### config.mk
export PLATFORM = sky130hd
export DESIGN_NAME = cordic_sched_flat
export DESIGN_NICKNAME = d
export VERILOG_FILES = /design/src/rtl/cordic_sched_if.sv /design/src/rtl/cordic_sched.sv /design/src/flat_wrapper.sv
export SDC_FILE = /design/constraint.sdc
export NUM_CORES = 1
export LEC_CHECK = 0
export CAP_MARGIN = 0
export CORE_ASPECT_RATIO = 1.5
export CORE_MARGIN = 8
export CORE_UTILIZATION = 47
export CTS_BUF_LIST = sky130_fd_sc_hd__clkbuf_16
export CTS_CLUSTER_SIZE = 8
export DETAILED_ROUTE_END_ITERATION = 8
export PLACE_DENSITY = 0.86
export REMOVE_ABC_BUFFERS = 1
export SKIP_CTS_REPAIR_TIMING = 1
export SLEW_MARGIN = 40
export SYNTH_ARGS = -nofsm -noshare
export SYNTH_HDL_FRONTEND = slang
export SYNTH_SLANG_ARGS = --single-unit
### constraint.sdc
create_clock -name clk -period 4 [get_ports clk]
set_input_delay 0.8 -clock clk [delete_from_list [all_inputs] [get_ports clk]]
set_output_delay 0.8 -clock clk [all_outputs]
set_load 0.01 [all_outputs]
### src/rtl/cordic_sched_if.sv
// Request, response and core-side signals of the two-requester CORDIC scheduler.
interface cordic_sched_if #(parameter int WL = 16);
  logic                 req0_valid;
  logic                 req0_ready;
  logic signed [WL-1:0] req0_angle;
  logic                 req1_valid;
  logic                 req1_ready;
  logic signed [WL-1:0] req1_angle;
  logic                 rsp0_valid;
  logic                 rsp0_ready;
  logic signed [WL-1:0] rsp0_cos;
  logic signed [WL-1:0] rsp0_sin;
  logic                 rsp0_err;
  logic                 rsp1_valid;
  logic                 rsp1_ready;
  logic signed [WL-1:0] rsp1_cos;
  logic signed [WL-1:0] rsp1_sin;
  logic                 rsp1_err;
  logic                 core_start;
  logic signed [WL-1:0] core_angle;
  logic signed [WL-1:0] core_cos;
  logic signed [WL-1:0] core_sin;
  logic                 core_done;
  logic                 busy;

  modport slave (
    input  req0_valid, req0_angle, req1_valid, req1_angle,
    input  rsp0_ready, rsp1_ready, core_cos, core_sin, core_done,
    output req0_ready, req1_ready,
    output rsp0_valid, rsp0_cos, rsp0_sin, rsp0_err,
    output rsp1_valid, rsp1_cos, rsp1_sin, rsp1_err,
    output core_start, core_angle, busy
  );

  modport master (
    output req0_valid, req0_angle, req1_valid, req1_angle,
    output rsp0_ready, rsp1_ready, core_cos, core_sin, core_done,
    input  req0_ready, req1_ready,
    input  rsp0_valid, rsp0_cos, rsp0_sin, rsp0_err,
    input  rsp1_valid, rsp1_cos, rsp1_sin, rsp1_err,
    input  core_start, core_angle, busy
  );
endinterface

### src/rtl/cordic_sched.sv
// Round-robin sharing of one CORDIC core between two requesters: start 1 cycle after accept,
// response 1 cycle after done (or timeout); a pending response holds the FSM until taken.
module cordic_sched #(
  parameter int                   WL      = 16,
  parameter int                   FL      = 14,
  parameter logic signed [WL-1:0] HALF_PI = 16'sh6488,
  parameter int                   TIMEOUT = 64,
  parameter int                   TW      = 7
) (
  input logic           clk,
  input logic           rst_n,
  cordic_sched_if.slave bus
);

  if (FL >= WL) begin : g_chk_fl
    $error("FL must be smaller than WL");
  end
  if (TIMEOUT < 2) begin : g_chk_to
    $error("TIMEOUT must be at least 2");
  end
  if (TW < $clog2(TIMEOUT + 1)) begin : g_chk_tw
    $error("TW too narrow for TIMEOUT");
  end

  typedef enum logic [1:0] {IDLE, START, WAIT, RESP} state_t;

  state_t               state, state_nxt;
  logic                 gnt, rr_ptr;
  logic signed [WL-1:0] angle_q;
  logic signed [WL-1:0] cos0_q, sin0_q, cos1_q, sin1_q;
  logic                 err0_q, err1_q;
  logic [TW-1:0]        timer;
  logic                 pick, accept, done_ok, timeout, rsp_hs;

  function automatic logic signed [WL-1:0] sat(input logic signed [WL-1:0] a);
    if (a > HALF_PI)       return HALF_PI;
    else if (a < -HALF_PI) return -HALF_PI;
    else                   return a;
  endfunction

  // Ready is gated by rst_n so nothing looks accepted while reset is held.
  assign pick    = (bus.req0_valid && bus.req1_valid) ? rr_ptr : bus.req1_valid;
  assign accept  = (state == IDLE) && (bus.req0_valid || bus.req1_valid);
  assign done_ok = (state == WAIT) && bus.core_done && (timer != '0);
  assign timeout = (state == WAIT) && !done_ok && (timer == TW'(TIMEOUT - 1));
  assign rsp_hs  = (state == RESP) && (gnt ? bus.rsp1_ready : bus.rsp0_ready);

  always_ff @(posedge clk or negedge rst_n) begin
    if (!rst_n) state <= IDLE;
    else        state <= state_nxt;
  end

  always_comb begin
    state_nxt      = state;
    bus.core_start = 1'b0;
    bus.req0_ready = 1'b0;
    bus.req1_ready = 1'b0;
    bus.rsp0_valid = 1'b0;
    bus.rsp1_valid = 1'b0;
    unique case (state)
      IDLE: begin
        bus.req0_ready = rst_n && bus.req0_valid && !pick;
        bus.req1_ready = rst_n && bus.req1_valid && pick;
        if (accept) state_nxt = START;
      end
      START: begin
        bus.core_start = 1'b1;
        state_nxt      = WAIT;
      end
      WAIT: begin
        if (done_ok || timeout) state_nxt = RESP;
      end
      RESP: begin
        bus.rsp0_valid = !gnt;
        bus.rsp1_valid = gnt;
        if (rsp_hs) state_nxt = IDLE;
      end
      default: state_nxt = IDLE;
    endcase
  end

  always_ff @(posedge clk or negedge rst_n) begin
    if (!rst_n) begin
      gnt     <= 1'b0;
      rr_ptr  <= 1'b0;
      angle_q <= '0;
      timer   <= '0;
      cos0_q  <= '0;
      sin0_q  <= '0;
      cos1_q  <= '0;
      sin1_q  <= '0;
      err0_q  <= 1'b0;
      err1_q  <= 1'b0;
    end else begin
      if (accept) begin
        gnt     <= pick;
        angle_q <= sat(pick ? bus.req1_angle : bus.req0_angle);
      end
      if (state == START) timer <= '0;
      if (state == WAIT)  timer <= timer + TW'(1);
      // Done has priority: a result arriving on the last allowed cycle is kept.
      if (done_ok || timeout) begin
        if (!gnt) begin
          cos0_q <= done_ok ? bus.core_cos : '0;
          sin0_q <= done_ok ? bus.core_sin : '0;
          err0_q <= !done_ok;
        end else begin
          cos1_q <= done_ok ? bus.core_cos : '0;
          sin1_q <= done_ok ? bus.core_sin : '0;
          err1_q <= !done_ok;
        end
      end
      if (rsp_hs) rr_ptr <= ~gnt;
    end
  end

  assign bus.core_angle = angle_q;
  assign bus.busy       = (state != IDLE);
  assign bus.rsp0_cos   = cos0_q;
  assign bus.rsp0_sin   = sin0_q;
  assign bus.rsp0_err   = err0_q && bus.rsp0_valid;
  assign bus.rsp1_cos   = cos1_q;
  assign bus.rsp1_sin   = sin1_q;
  assign bus.rsp1_err   = err1_q && bus.rsp1_valid;

endmodule

### src/flat_wrapper.sv
// flat-port wrapper written by rule: the top's interface ports become plain ports
module cordic_sched_flat 
#(
  parameter int                   WL      = 16,
  parameter int                   FL      = 14,
  parameter logic signed [WL-1:0] HALF_PI = 16'sh6488,
  parameter int                   TIMEOUT = 64,
  parameter int                   TW      = 7
)
  (clk, rst_n, bus_req0_valid, bus_req0_angle, bus_req1_valid, bus_req1_angle, bus_rsp0_ready, bus_rsp1_ready, bus_core_cos, bus_core_sin, bus_core_done, bus_req0_ready, bus_req1_ready, bus_rsp0_valid, bus_rsp0_cos, bus_rsp0_sin, bus_rsp0_err, bus_rsp1_valid, bus_rsp1_cos, bus_rsp1_sin, bus_rsp1_err, bus_core_start, bus_core_angle, bus_busy);
  cordic_sched_if #(.WL(WL)) bus_i ();
  input logic clk;
  input logic rst_n;
  input wire logic [$bits(bus_i.req0_valid)-1:0] bus_req0_valid;
  input wire logic [$bits(bus_i.req0_angle)-1:0] bus_req0_angle;
  input wire logic [$bits(bus_i.req1_valid)-1:0] bus_req1_valid;
  input wire logic [$bits(bus_i.req1_angle)-1:0] bus_req1_angle;
  input wire logic [$bits(bus_i.rsp0_ready)-1:0] bus_rsp0_ready;
  input wire logic [$bits(bus_i.rsp1_ready)-1:0] bus_rsp1_ready;
  input wire logic [$bits(bus_i.core_cos)-1:0] bus_core_cos;
  input wire logic [$bits(bus_i.core_sin)-1:0] bus_core_sin;
  input wire logic [$bits(bus_i.core_done)-1:0] bus_core_done;
  output wire logic [$bits(bus_i.req0_ready)-1:0] bus_req0_ready;
  output wire logic [$bits(bus_i.req1_ready)-1:0] bus_req1_ready;
  output wire logic [$bits(bus_i.rsp0_valid)-1:0] bus_rsp0_valid;
  output wire logic [$bits(bus_i.rsp0_cos)-1:0] bus_rsp0_cos;
  output wire logic [$bits(bus_i.rsp0_sin)-1:0] bus_rsp0_sin;
  output wire logic [$bits(bus_i.rsp0_err)-1:0] bus_rsp0_err;
  output wire logic [$bits(bus_i.rsp1_valid)-1:0] bus_rsp1_valid;
  output wire logic [$bits(bus_i.rsp1_cos)-1:0] bus_rsp1_cos;
  output wire logic [$bits(bus_i.rsp1_sin)-1:0] bus_rsp1_sin;
  output wire logic [$bits(bus_i.rsp1_err)-1:0] bus_rsp1_err;
  output wire logic [$bits(bus_i.core_start)-1:0] bus_core_start;
  output wire logic [$bits(bus_i.core_angle)-1:0] bus_core_angle;
  output wire logic [$bits(bus_i.busy)-1:0] bus_busy;
  assign bus_i.req0_valid = bus_req0_valid;
  assign bus_i.req0_angle = bus_req0_angle;
  assign bus_i.req1_valid = bus_req1_valid;
  assign bus_i.req1_angle = bus_req1_angle;
  assign bus_i.rsp0_ready = bus_rsp0_ready;
  assign bus_i.rsp1_ready = bus_rsp1_ready;
  assign bus_i.core_cos = bus_core_cos;
  assign bus_i.core_sin = bus_core_sin;
  assign bus_i.core_done = bus_core_done;
  assign bus_req0_ready = bus_i.req0_ready;
  assign bus_req1_ready = bus_i.req1_ready;
  assign bus_rsp0_valid = bus_i.rsp0_valid;
  assign bus_rsp0_cos = bus_i.rsp0_cos;
  assign bus_rsp0_sin = bus_i.rsp0_sin;
  assign bus_rsp0_err = bus_i.rsp0_err;
  assign bus_rsp1_valid = bus_i.rsp1_valid;
  assign bus_rsp1_cos = bus_i.rsp1_cos;
  assign bus_rsp1_sin = bus_i.rsp1_sin;
  assign bus_rsp1_err = bus_i.rsp1_err;
  assign bus_core_start = bus_i.core_start;
  assign bus_core_angle = bus_i.core_angle;
  assign bus_busy = bus_i.busy;
  cordic_sched #(.WL(WL), .FL(FL), .HALF_PI(HALF_PI), .TIMEOUT(TIMEOUT), .TW(TW)) u_core (.clk(clk), .rst_n(rst_n), .bus(bus_i));
endmodule
* Word level (Yosys, flattened, before mapping) *
Cells that the tools add are included.

word-level totals
  word-level logic and storage cells = 65
  input bits = 71
  flip-flop bits (word level) = 93

operators by class
  add/sub/neg operators = 1
  mux-type cells = 18
  eq/ne operators = 7
  order comparisons = 2
  reductions and logical operators = 25
  bitwise operators = 1

operator list
  cell                                                   number
  two-way mux 16 bit                                     5
  > comparator 16 bit, second input constant             1
  less-than comparator 16 bit, second input constant     1
  two-way mux 7 bit                                      2
  logical AND 1 bit                                      13
  one-hot mux 2 bit (4 select lines)                     1
  adder 7 x 1 -> 7 bit, second input constant            1
  == test 7 x 6 -> 1 bit, second input constant          1
  two-way mux 1 bit                                      7
  nonzero test 7 bit                                     1
  two-way mux 2 bit                                      3
  inequality test 2 x 1 -> 1 bit, second input constant  3
  == test 2 bit, second input constant                   2
  AND reduction 2 bit                                    2
  nonzero test 2 bit                                     2
  zero test 1 bit                                        3
  AND reduction 3 bit                                    1
  == test 2 x 1 -> 1 bit, second input constant          1
  zero test 2 bit                                        1
  logical OR 1 bit                                       2
  inverter 1 bit                                         1

* Logic depth before layout (Yosys ltp) *
Gate-level depths: netlist of run 1.

  depth in word-level cells = 9
  depth in mapped cells = 9
  depth with buffers taken out = 8

* Worst setup path before layout of run 1 *
Ideal clock, no wire load.

  path kind = in2out
  start = input port bus_req0_valid
  end = output port bus_req1_ready
  path slack = 1.584 ns
  cell stages on the path = 5
  arrival time = 1.616 ns
  cells stage by stage = inv_1 -> o21ai_1 -> buf_4 -> buf_2 -> nor2_1

on the way
  word-level cells in the longest chain between the ends = 4

RTL lines
  item               RTL line            text
  start, declared    flat_wrapper.sv:14  input wire logic [$bits(bus_i.req0_valid)-1:0] bus_req0_valid;
  logical AND 1 bit  cordic_sched.sv:42  assign pick = (bus.req0_valid && bus.req1_valid) ? rr_ptr : bus.req1_valid;
  two-way mux 1 bit  cordic_sched.sv:42
  logical AND 1 bit  cordic_sched.sv:63  bus.req1_ready = rst_n && bus.req1_valid && pick;
  two-way mux 1 bit  cordic_sched.sv:60  unique case (state)
  end, declared      flat_wrapper.sv:24  output wire logic [$bits(bus_i.req1_ready)-1:0] bus_req1_ready;

Every way passes these cells.

* Final worst setup path of run 1 *
Ends and elaborated chain as after synthesis.

==> results of run 1 <==
-- layout make-up --
class                   instances  area share (%)
clock inverters                 7           0.993
well taps                     107            2.26
flip-flops and latches         93            39.3
inverters                      11           0.697
multi-input cells             208            25.7
clock buffers                   9            3.80
repair buffers                162            27.2
-- worst reg2reg max path: stages (launching register included) --
cell,delay [ps]
dfrtp_1,410
inv_1,110
ha_1,160
or4b_1,430
o31a_1,290
o21ai_1,180
inv_2,80
nand2_4,320
a22o_1,230
-- worst min path at each step --
stage	from	to	slack (ps)	cells past startpoint
floorplan	u_core.timer[6]	u_core.timer[6]	480	1
global placement	u_core.bus.core_angle[15]	u_core.bus.core_angle[15]	460	2
detailed placement	u_core.bus.rsp1_sin[14]	u_core.bus.rsp1_sin[14]	480	1
CTS	rst_n	u_core.bus.rsp0_sin[14]	330	1
global route	rst_n	u_core.bus.rsp0_sin[14]	340	1
finish	rst_n	u_core.bus.rsp0_sin[14]	330	1
-- where the power goes --
part | switching, mW | internal [mW]
registers | 0.290 | 1.37
logic | 0.867 | 1.18
clock network | 0.375 | 0.431
total | 1.53 | 2.98
-- registers in the layout (all words and copies together), names as in the netlist --
register,count
u_core.bus.core_angle,16
u_core.bus.rsp0_cos,16
u_core.bus.rsp0_sin,16
u_core.bus.rsp1_cos,16
u_core.bus.rsp1_sin,16
u_core.err0_q,1
u_core.err1_q,1
u_core.gnt,1
u_core.rr_ptr,1
u_core.state,2
u_core.timer,7
-- stage by stage --
stage | hold slack [ps] | std cells
2_1_floorplan | 479 | 312
3_3_place_gp | 464 | 581
3_5_place_dp | 482 | 581
4_1_cts | 330 | 597
5_1_grt | 341 | 597
6_report | 332 | 597
-- layout by cell type (no fill, tap or decap), types with 3 or more instances in the layout --
| cell type | netlist | layout |
|---|---|---|
| inv_1 | 10 | 10 |
| nand2_1 | 27 | 27 |
| clkbuf_16 | 0 | 9 |
| mux2_2 | 4 | 4 |
| clkinvlp_4 | 0 | 3 |
| o21ai_0 | 9 | 9 |
| a21oi_1 | 5 | 5 |
| a22o_1 | 64 | 64 |
| clkdlybuf4s50_1 | 0 | 157 |
| mux2i_1 | 15 | 15 |
| nor3_1 | 5 | 4 |
| nand4_1 | 3 | 3 |
| dfrtp_1 | 93 | 93 |
| o41ai_1 | 3 | 3 |
| o31ai_1 | 7 | 7 |
| a211oi_1 | 8 | 8 |
| nor2_1 | 20 | 18 |
| nand3_1 | 4 | 4 |
| buf_4 | 1 | 4 |
| ha_1 | 6 | 6 |
-- cells by family (layout without fill, tap and decap cells) --
| group | after synthesis | in the layout | share of synthesized area [%] |
|---|---|---|---|
| and+or+nand+nor | 69 | 69 | 7.87 |
| DFF | 93 | 93 | 57.8 |
| xor gates and xnor gates | 1 | 1 | 0.218 |
| buffers and inverters | 29 | 189 | 4.70 |
| AOI/OAI and AO/OA | 113 | 113 | 22.7 |
| muxes | 19 | 19 | 4.85 |
| adders and majority gates | 6 | 6 | 1.87 |
-- metal layers --
layer	vias up	GRT usage (%)	routed length, um
li1	1546	-	-
met1	1729	23.6	4900
met2	149	34.7	6010
met3	20	7.06	893
met4	0	6.87	210
met5	-	0	0
-- cells in the mapped netlist (all sizes together), types with 4 or more instances --
master and number:
a211oi 8, mux2i 15, nand2 29, clkbuf 4
dfrtp 93, a22o 64, nand3 4, buf 14
ha 6, a21oi 5, inv 11, nor2 20
o31ai 7, o21ai 12, mux2 4, nor3 5
==> flow_summary.json, run 1 <==
{
  "ios": 159,
  "vias_per_cell": 5.77,
  "path_delay_family": "buffers and inverters",
  "grt_pass1_vias": 3837,
  "yosysUniqueCellTypes": 41,
  "numCtsBuffers": 9,
  "p_per_area_nw_per_um2": 761,
  "nets": 562,
  "multi_input_area_um2": 1530,
  "cts_sinks": 93,
  "grt_max_degree": 76,
  "synth_area_um2": 4020,
  "detailedRoute.firstPassIterationCount": 4,
  "r2r_setup_slack_ps": 1700,
  "finalHoldViolCount": 0,
  "cp-endpoint": "bus_req1_ready",
  "setup_viol": 0,
  "yosys.area.top_type": "dfrtp_1",
  "synthArstFlopShare_pct": 100,
  "finalSetupTns_ps": 0,
  "synthesis.instances": 330,
  "period_share_pct": 76.8,
  "slowest_stage": "clkdlybuf4s50_1",
  "reg2regPathDepth": 8,
  "postSynthAreaPerCell_um2": 12.2,
  "wl_per_cell_um": 20.1,
  "synth_edf_count": 0,
  "cp.buffers_inverters": 3,
  "grt_first_pass_wirelength_um": 19500,
  "regArea_um2": 2330,
  "start_util_pct": 48.1,
  "num_rows": 41,
  "cts-root-buf": "clkbuf_16",
  "worst_slack_ps": 926,
  "min_path_type": "input pin to async pin",
  "place_ws_ps": 829,
  "portBuffers": 158,
  "worstMarginPinSlew_ps": 667,
  "rsz0062_at_grt": "false",
  "synth_area_leaders": "dfrtp_1, a22o_1, mux2i_1",
  "antenna_found_initial": 0,
  "maxSlewHeadroom_pct": 55.5,
  "worstSetupStartpointType": "input pin",
  "clk_latency_ps": 340,
  "die_w_um": 91.6,
  "slew_viol_final": 0,
  "cp.depth": 5,
  "synth_seq_cells": 93,
  "core_area_um2": 8360,
  "fillCellCount": 602,
  "r2r-end": "u_core.bus.rsp0_cos[4]",
  "via_count": 3444,
  "track_usage_pct": 20.5,
  "slowest_delay_ps": 510,
  "worst_path_most_repeated_cell": "clkdlybuf4s50_1",
  "ys_seq_area_share_pct": 57.8,
  "area_delta_synth_final_pct": 47.2,
  "timing.critical_path.from": "bus_req0_valid",
  "leakage_nw": 2.66,
  "die_h_um": 129,
  "die_area_um2": 11800,
  "gp_routability_congestion": 0.904,
  "insertedDiodeCount": 0,
  "worst_ep_required_time_ps": 3200,
  "cp_max_fo": 6,
  "ys_warn_count": 0,
  "drt-total-wl_um": 12000,
  "skew_ps": 7.35,
  "ant_nets": 0,
  "final_cell_area_um2": 5920,
  "crit-reg2reg-launch": "u_core.timer[0]",
  "clk_pin_slew_ps": 70,
  "drive_above_1_share_pct": 7.14,
  "drcViolationCount": 0,
  "cts_tree": "yes",
  "report.power.total_mw": 4.51,
  "final.min_clock_period_ps": 3070,
  "crit_path_cell_trace": "clkdlybuf4s50_1 > inv_1 > o21ai_2 > nor2_1 > clkdlybuf4s50_1",
  "status": "finished, final reports clean",
  "fmaxAchievable_ghz": 0.325,
  "h-tree-depth": 3,
  "hpwlAfterDp_um": 8740,
  "ir_drop_mv": 0.388,
  "overflow": 0,
  "utilization_pct": 70.9,
  "yosysTopAreaCellShare_pct": 57.8,
  "clock_path_buffers": 2,
  "drtIter0Drc": 171,
  "ys.flop_type": "dfrtp_1",
  "cp-end-kind": "primary output",
  "drv_cap": 0,
  "crit_type": "input pin to primary output",
  "cp.arrival_ps": 2270,
  "dpl-instance-area_um2": 5630
}
Note: power is estimated with default switching activity, not from simulation.
==> run 2, diff against run 1 <==
- CORE_UTILIZATION: 47 -> 39
- PLACE_DENSITY: 0.86 -> 0.76
- clock period: 4 -> 2.5 ns (I/O delays scaled with it)
==> run 2 against run 1 <==
Compared with the run above: sequential share of layout area shrank 0.72 points; critical endpoint is now bus_rsp0_err; highest routed layer unchanged; count of clock-buffer cells in the layout is the same; routed wire length grew 4.7%; largest cell class unchanged; first-iteration DRC count shrank 24%.
==> flow_summary.json, run 2 (synthesis gave the netlist of run 1 again) <==
{
  "status": "finished, final reports clean",
  "cp_max_fo": 6,
  "grt_use_met3_pct": 5.41,
  "reg2regPathDepth": 8,
  "drtIter0Drc": 130,
  "ios": 159,
  "period_share_pct": 96.1,
  "worst_ep_required_time_ps": 2000,
  "mostFrequentLayoutCell": "clkdlybuf4s50_1",
  "insertedDiodeCount": 0,
  "grt_use_met1_pct": 19.8,
  "num_rows": 45,
  "place_ws_ps": -45.2,
  "antenna_found_initial": 0,
  "final_cell_mix": "clkdlybuf4s50_1, dfrtp_1, a22o_1",
  "p_per_area_nw_per_um2": 1230,
  "worstSetupStartpointType": "register",
  "fmaxAchievable_ghz": 0.416,
  "die_w_um": 98.9,
  "clk_pin_slew_ps": 60,
  "cts-root-buf": "clkbuf_16",
  "drv_cap": 0,
  "skew_ps": 6.55,
  "r2r-end": "u_core.bus.rsp1_sin[3]",
  "start_util_pct": 39.9,
  "ant_nets": 0,
  "die_area_um2": 13900,
  "numCtsBuffers": 9,
  "rsz0062_at_grt": "false",
  "setup_viol": 0,
  "finalHoldViolCount": 0,
  "finalNonFillerCells": 616,
  "globalRouteMet2Util_pct": 32.1,
  "final.min_clock_period_ps": 2400,
  "cp.arrival_ps": 1900,
  "cp-end-kind": "primary output",
  "grt_pass1_vias": 3759,
  "grt_first_pass_wirelength_um": 20000,
  "finalSetupTns_ps": 0,
  "portBuffers": 158,
  "fillCellCount": 834,
  "min_path_type": "input pin to async pin",
  "grt-busiest-layer": "met2",
  "drive_above_1_share_pct": 8.42,
  "grt_max_degree": 54,
  "core_area_um2": 10100,
  "drt-total-wl_um": 12600,
  "cts_tree": "yes",
  "nets": 571,
  "h-tree-depth": 3,
  "crit-reg2reg-launch": "u_core.timer[0]",
  "r2r_setup_slack_ps": 230,
  "cts_sinks": 93,
  "clk_latency_ps": 340,
  "placed_cells": 600,
  "wl_per_cell_um": 20.4,
  "clock_path_buffers": 2,
  "worst_slack_ps": 97.8,
  "detailedRoute.firstPassIterationCount": 4,
  "vias_per_cell": 5.64,
  "die_h_um": 140,
  "drcViolationCount": 0,
  "via_count": 3477,
  "crit_type": "register to primary output",
  "hpwlAfterDp_um": 9330,
  "overflow": 0,
  "area_delta_synth_final_pct": 50.0,
  "track_usage_pct": 18.2,
  "gp_routability_congestion": 0.833,
  "maxSlewHeadroom_pct": 55.1,
  "ir_drop_mv": 0.595,
  "leakage_nw": 2.74,
  "worstMarginPinSlew_ps": 673,
  "slew_viol_final": 0
}
[run 2: cell types whose count changed in the layout (fill, tap and decap cells not counted), sizes merged]
cell           change
inv                -1
buf                +9
bufinv             +2
dlymetal6s2s       +1
clkinv             +2
clkdlybuf4s50      -1
clkinvlp           -3
[run 2: through the flow]
stage	util (%)	instance area, um2	hold slack (ps)	total power [mW]
2_1_floorplan	-	3880	204	4.01
3_3_place_gp	56.6	5710	476	5.89
3_5_place_dp	56.6	5710	480	5.98
4_1_cts	59.8	6030	339	7.48
5_1_grt	59.9	6040	366	7.82
6_report	59.9	6040	305	7.41
[run 2: worst max-delay path by stage]
stage,to,slack [ps],startpoint,cells past startpoint
2_1_floorplan,u_core.bus.core_angle[12],-260,bus_req0_valid,5
3_3_place_gp,u_core.bus.core_angle[4],50,bus_req1_angle[3],6
3_5_place_dp,u_core.bus.core_angle[11],-50,bus_req1_angle[3],6
4_1_cts,bus_req0_ready,3,u_core.state[0],5
5_1_grt,bus_req1_ready,9,bus_req0_valid,5
6_report,bus_rsp0_err,100,u_core.state[1],4
[run 2: layout make-up]
cell class                 count  area [um2]  area share [%]
clock buffer                   9         225            3.73
clock inverter                 7        95.1            1.58
inverter                      11        41.3           0.684
multi-input combinational    208        1520            25.2
sequential                    93        2330            38.6
tap                          117         146            2.43
timing repair buffer         171        1680            27.8
[run 2: critical path: stages, from the launching register on]
cell,delay [ps]
dfrtp_1,390
ha_1,260
nor2b_1,220
and2_1,150
clkdlybuf4s50_1,540
[run 2: where the power goes]
part,switching (mW),internal [mW]
registers,0.456,2.20
clock network,0.579,0.880
logic,1.39,1.91
[run 2: routing by layer]
layer  share of wire, %  wire length, um
met1                 39             4900
met3                6.7              839
met4                2.5              312
met2                 52             6530
met5                  0                0
